===== src/rtl/serial_code_lock_n.sv =====
// Serial N-digit code lock: user code entry, in-place reprogramming, failure lockout cleared by an admin code.
// Optional macro DIGIT_TIMEOUT_EN adds an idle timeout that abandons a partial entry after TIMEOUT_CYCLES.
module serial_code_lock_n #(
    parameter int DIGIT_W = 4,
    parameter int CODE_LEN = 4,
    parameter int MAX_FAIL = 3,
    parameter logic [CODE_LEN*DIGIT_W-1:0] DEFAULT_CODE = 16'h0000,
    parameter logic [CODE_LEN*DIGIT_W-1:0] ADMIN_CODE = 16'h0129,
    parameter int TIMEOUT_CYCLES = 1000000
) (
    input  logic                          CLK,
    input  logic                          RST,
    input  logic [DIGIT_W-1:0]            digit,
    input  logic                          digitValid,
    input  logic                          clear,
    input  logic                          setMode,
    output logic                          unlockLight,
    output logic                          errorLight,
    output logic                          warningLight,
    output logic                          setDone,
    output logic [$clog2(MAX_FAIL+1)-1:0] failCount,
    output logic [$clog2(CODE_LEN)-1:0]   entryIndex,
    output logic [2:0]                    stateDbg
);
    localparam int CODE_W = CODE_LEN * DIGIT_W;
    localparam int IDX_W  = $clog2(CODE_LEN);
    localparam int FAIL_W = $clog2(MAX_FAIL + 1);

    typedef enum logic [2:0] {S_ENTRY, S_OPEN, S_SET, S_ERROR, S_LOCK} stateT;

    stateT             state;
    logic [CODE_W-1:0] storedCode;
    logic [CODE_W-1:0] shadowCode;
    logic              mismatch;

    function automatic logic [DIGIT_W-1:0] digitAt(input logic [CODE_W-1:0] code,
                                                   input logic [IDX_W-1:0] idx);
        return code[(CODE_LEN-1-int'(idx))*DIGIT_W +: DIGIT_W];
    endfunction

    logic             lastDigit;
    logic [IDX_W-1:0] indexInc;
    logic             userMiss;
    logic             adminMatch;
    logic             lockNow;
    logic             timeoutHit;
    logic             clearEff;

    assign lastDigit  = (entryIndex == IDX_W'(CODE_LEN-1));
    assign indexInc   = entryIndex + IDX_W'(1);
    assign userMiss   = mismatch | (digit != digitAt(storedCode, entryIndex));
    assign adminMatch = (digit == digitAt(ADMIN_CODE, entryIndex));
    assign lockNow    = (int'(failCount) + 1 >= MAX_FAIL);
    assign clearEff   = clear | timeoutHit;
    assign stateDbg   = state;

`ifdef DIGIT_TIMEOUT_EN
    localparam int IDLE_W = $clog2(TIMEOUT_CYCLES + 1);
    logic [IDLE_W-1:0] idleCnt;
    logic              idleActive;

    assign idleActive = (entryIndex != '0) &&
                        (state == S_ENTRY || state == S_SET || state == S_LOCK);
    assign timeoutHit = idleActive && !digitValid && (idleCnt == IDLE_W'(TIMEOUT_CYCLES-1));

    always_ff @(posedge CLK or negedge RST) begin
        if (!RST)
            idleCnt <= '0;
        else if (!idleActive || digitValid || clear || timeoutHit)
            idleCnt <= '0;
        else
            idleCnt <= idleCnt + IDLE_W'(1);
    end
`else
    assign timeoutHit = 1'b0;
`endif

    // Lights are written alongside each state change so they track the new state with no extra cycle.
    always_ff @(posedge CLK or negedge RST) begin
        if (!RST) begin
            state        <= S_ENTRY;
            storedCode   <= DEFAULT_CODE;
            shadowCode   <= '0;
            entryIndex   <= '0;
            mismatch     <= 1'b0;
            failCount    <= '0;
            unlockLight  <= 1'b0;
            errorLight   <= 1'b0;
            warningLight <= 1'b0;
            setDone      <= 1'b0;
        end else begin
            setDone <= 1'b0;
            case (state)
                S_ENTRY: begin
                    if (clearEff) begin
                        entryIndex <= '0;
                        mismatch   <= 1'b0;
                    end else if (digitValid) begin
                        if (lastDigit) begin
                            entryIndex <= '0;
                            mismatch   <= 1'b0;
                            if (!userMiss) begin
                                state       <= S_OPEN;
                                unlockLight <= 1'b1;
                                failCount   <= '0;
                            end else if (!lockNow) begin
                                state      <= S_ERROR;
                                errorLight <= 1'b1;
                                failCount  <= failCount + FAIL_W'(1);
                            end else begin
                                state        <= S_LOCK;
                                warningLight <= 1'b1;
                                failCount    <= FAIL_W'(MAX_FAIL);
                            end
                        end else begin
                            entryIndex <= indexInc;
                            mismatch   <= userMiss;
                        end
                    end
                end
                S_OPEN: begin
                    if (clearEff) begin
                        state       <= S_ENTRY;
                        unlockLight <= 1'b0;
                        entryIndex  <= '0;
                    end else if (setMode) begin
                        state      <= S_SET;
                        entryIndex <= '0;
                    end
                end
                S_SET: begin
                    if (clearEff || !setMode) begin
                        state      <= S_OPEN;
                        entryIndex <= '0;
                    end else if (digitValid) begin
                        shadowCode[(CODE_LEN-1-int'(entryIndex))*DIGIT_W +: DIGIT_W] <= digit;
                        if (lastDigit) begin
                            // Last digit lands in the low bits, so commit it directly with the shadow.
                            storedCode  <= {shadowCode[CODE_W-1:DIGIT_W], digit};
                            setDone     <= 1'b1;
                            state       <= S_ENTRY;
                            unlockLight <= 1'b0;
                            entryIndex  <= '0;
                        end else begin
                            entryIndex <= indexInc;
                        end
                    end
                end
                S_ERROR: begin
                    if (clearEff) begin
                        state      <= S_ENTRY;
                        errorLight <= 1'b0;
                    end
                end
                S_LOCK: begin
                    if (clearEff) begin
                        entryIndex <= '0;
                    end else if (digitValid) begin
                        if (!adminMatch) begin
                            entryIndex <= '0;
                        end else if (lastDigit) begin
                            state        <= S_ENTRY;
                            warningLight <= 1'b0;
                            failCount    <= '0;
                            entryIndex   <= '0;
                        end else begin
                            entryIndex <= indexInc;
                        end
                    end
                end
                default: begin
                    state        <= S_ENTRY;
                    unlockLight  <= 1'b0;
                    errorLight   <= 1'b0;
                    warningLight <= 1'b0;
                    entryIndex   <= '0;
                    mismatch     <= 1'b0;
                end
            endcase
        end
    end
endmodule


===== config.mk =====
export PLATFORM = sky130hd
export DESIGN_NAME = serial_code_lock_n
export DESIGN_NICKNAME = d
export VERILOG_FILES = /design/src/rtl/serial_code_lock_n.sv
export SDC_FILE = /design/constraint.sdc
export NUM_CORES = 1
export LEC_CHECK = 0
export CAP_MARGIN = 20
export CORE_MARGIN = 4
export CORE_UTILIZATION = 45
export CTS_BUF_LIST = sky130_fd_sc_hd__clkbuf_16
export DETAILED_ROUTE_END_ITERATION = 7
export PLACE_DENSITY_LB_ADDON = 0.3
export SYNTH_ARGS = -nofsm -noshare
export SYNTH_HDL_FRONTEND = slang
export SYNTH_SLANG_ARGS = --single-unit

===== constraint.sdc =====
create_clock -name CLK -period 4.8 [get_ports CLK]
set_input_delay 0.96 -clock CLK [delete_from_list [all_inputs] [get_ports CLK]]
set_output_delay 0.96 -clock CLK [all_outputs]
set_load 0.02 [all_outputs]

==> flow_summary.toml <==
[status]
outcome = "finished clean"

[logic_synthesis]
yosysUniqueCellTypes = 46
netlist_area_sq_um = 2140
syn_nets = 222
synth_flop_cell = "dfrtp_1"
yosysSeqAreaShare_pct = 46.7
yosys_warnings = 0
synth.top_cell.area_share_pct = 46.7
async_reset_ff_share_pct = 100
syn_area_per_cell_sq_um = 10.3
synth_top_area_cell = "dfrtp_1"
synthTopCellsByArea = "dfrtp_1, mux2_2, nand2_1"
synth_edf_count = 0
yosysMostFrequentCell = "dfrtp_1"
ys_ff_latch = 40
synth_common_cells = "dfrtp_1, nand2_1, mux2_2, o21ai_0, inv_1"
synthCells = 207

[drt]
drc_errors = 0
drt_iter0_markers = 179
drt-met1-wl_mm = 2.11
ant_nets = 0
drt-pass1-iter-count = 4
routed_via_density = 5.82
top_layer = "met4"
num_vias = 1611
dr_wl_met2_mm = 2.26
detail_route.wl_per_cell_microns = 16.7
met3WireLength_microns = 187
routed_wl_mm = 4.64

[critical_path]
cp.required_ns = 4.97
crit_path_top_delay_cell = "dfrtp_1"
path_max_fanout = 16
r2r_slack_ns = 2.11
r2r-end = "warningLight"
slowest_delay_ns = 0.69
critPathArrivalTime_ns = 2.86
crit_family = "adder cells"
worstReg2RegStart = "entryIndex[0]"
startpoint_type = "register"
worst-path-buf-inv = 1
path_common_cell = "ha_1"
reg2reg_depth = 7
critPathKind = "reg2reg"
crit_cells = 7
cp-end-kind = "register"
cp_cell_sequence = "ha_1, inv_1, ha_1, nand4b_1, a211oi_2, o21ai_0, a32o_1"

[sta]
tightest_slew_ns = 0.883
finalClockSkew_ns = 0.00512
relSlewSlack_pct = 41.1
min_period_ns = 2.69
slew_viol_final = 0
fin_ws_ns = 2.11
max_freq_mhz = 371
min_period_over_period_pct = 56.1
rsz0062_at_grt = "no"
hold_viol = 0
final-setup-viol-count = 0
fin_setup_tns_ns = 0
holdWs_ns = 0.477

[placement]
post-place-ws_ns = 1.85
hpwl_mm = 3.11
io_buffers = 19
gp_congestion = 0.842

[layout]
drive_above_1_share_pct = 13.3
num-fill-cells = 381
regArea_sq_um = 1000
area_delta_synth_final_pct = 17.3
antenna_cells = 0
multi_input_area_sq_um = 1060
nets = 239

[floorplan]
start_util_pct = 47.9
design.core.area_sq_um = 4470
row_count = 24
fp.dieW_microns = 77.0
io_pins = 20
dieHeight_microns = 77.0
die-area_sq_um = 5930

[cts]
root_buffer = "clkbuf_16"
cts-hold-fix-buffers = 0
cts_buffer_depth = 2
postCtsResizedCells = 0
clkSinkCount = 40
postCtsSetupBuffers = 0
cts_tree = "yes"
path_clk_slew_ns = 0.06
insertion_delay_ns = 0.28
cts_max_level = 2
numCtsBuffers = 5

[power_and_ir_drop]
leakagePower_uw = 0.00115
power_uw = 1160
vdd_drop_max_mv = 0.209
power.density_nw_per_um2 = 460

[global_routing]
grt_usage_pct = 17.1
antenna_found_initial = 0
grt_pass1_wl_mm = 8.09
grt_max_degree = 41
grt_pass1_vias = 1591
overflow = 0

[min_path]
whs_path_depth = 2
holdCritPathClass = "reg2reg"
worstHoldStart = "shadowCode[15]"
holdPathEnd = "shadowCode[15]"

[flow_run]
maxCapViolCount = 0
[kinds of logic (layout without fill, tap and decap cells)]
logic type	after synthesis	count (layout)	share of synthesized area, %
multiplexers	24	24	14.5
XOR/XNOR	5	5	2.04
AND/OR/NAND/NOR	69	69	15.5
AO/OA/AOI/OAI	44	44	14.1
adder cells (fa/ha/maj)	6	6	3.50
flip-flops	40	40	46.7
buffers and inverters	19	37	3.68
[cell usage in the layout (no fill, tap or decap), drive strengths merged, types with 3 or more instances in the layout]
cell type and n:
a21oi 5, clkbuf 5, clkdlybuf4s50 18, dfrtp 40, ha 6, inv 10
mux2 17, mux2i 4, mux4 3, nand2 33, nand2b 3, nand3 8
nand3b 3, nor2 8, nor3 4, o21ai 18, o22ai 3, or2 3
xnor2 5
[worst register-to-register path, delay by kind of cell, from the launching register on]
family / cells / cell delay (ns)
adder cells (fa/ha/maj): 2 / 0.78
AO/OA/AOI/OAI: 3 / 0.76
flip-flops: 1 / 0.69
AND/OR/NAND/NOR: 1 / 0.18
buffers and inverters: 1 / 0.17
[per-layer routing]
layer,GRT usage [%],up-vias
met1,23.7,786
met2,27.0,43
met5,0,-
met4,5.87,0
met3,3.28,8
li1,-,774
[cell type report]
class | count | share of cell area [%]
multi-input combinational | 148 | 42.3
sequential | 40 | 39.8
timing repair buffer | 19 | 7.37
clock buffer | 5 | 4.98
tap | 52 | 2.59
clock inverter | 3 | 1.49
inverter | 10 | 1.49
[where the power goes]
part           switching (uW)  internal, uW
Clock                     130           242
Combinational             193           151
Sequential               71.5           369
Total                     395           762
[registers in the layout (all words and copies together), names as in the netlist, 2 cells and up]
register    flops
entryIndex      2
failCount       2
shadowCode     12
stateDbg        3
storedCode     16
[through the flow]
step                      std cells  instance area, sq um  utilization [%]
after global routing            277                  2510             56.2
after detailed placement        269                  2350             52.5
final                           277                  2510             56.2
after CTS                       277                  2510             56.2
after global placement          269                  2350             52.5
after floorplan                 207                  2140                -
[how the worst max path moves through the flow]
stage / endpoint / startpoint
after detailed placement: storedCode[3] / clear
after floorplan: warningLight / entryIndex[0]
after global placement: storedCode[6] / clear
after CTS: warningLight / entryIndex[0]
after global routing: warningLight / entryIndex[0]
final: warningLight / entryIndex[0]
No activity file was read; power rests on OpenSTA's default activity.
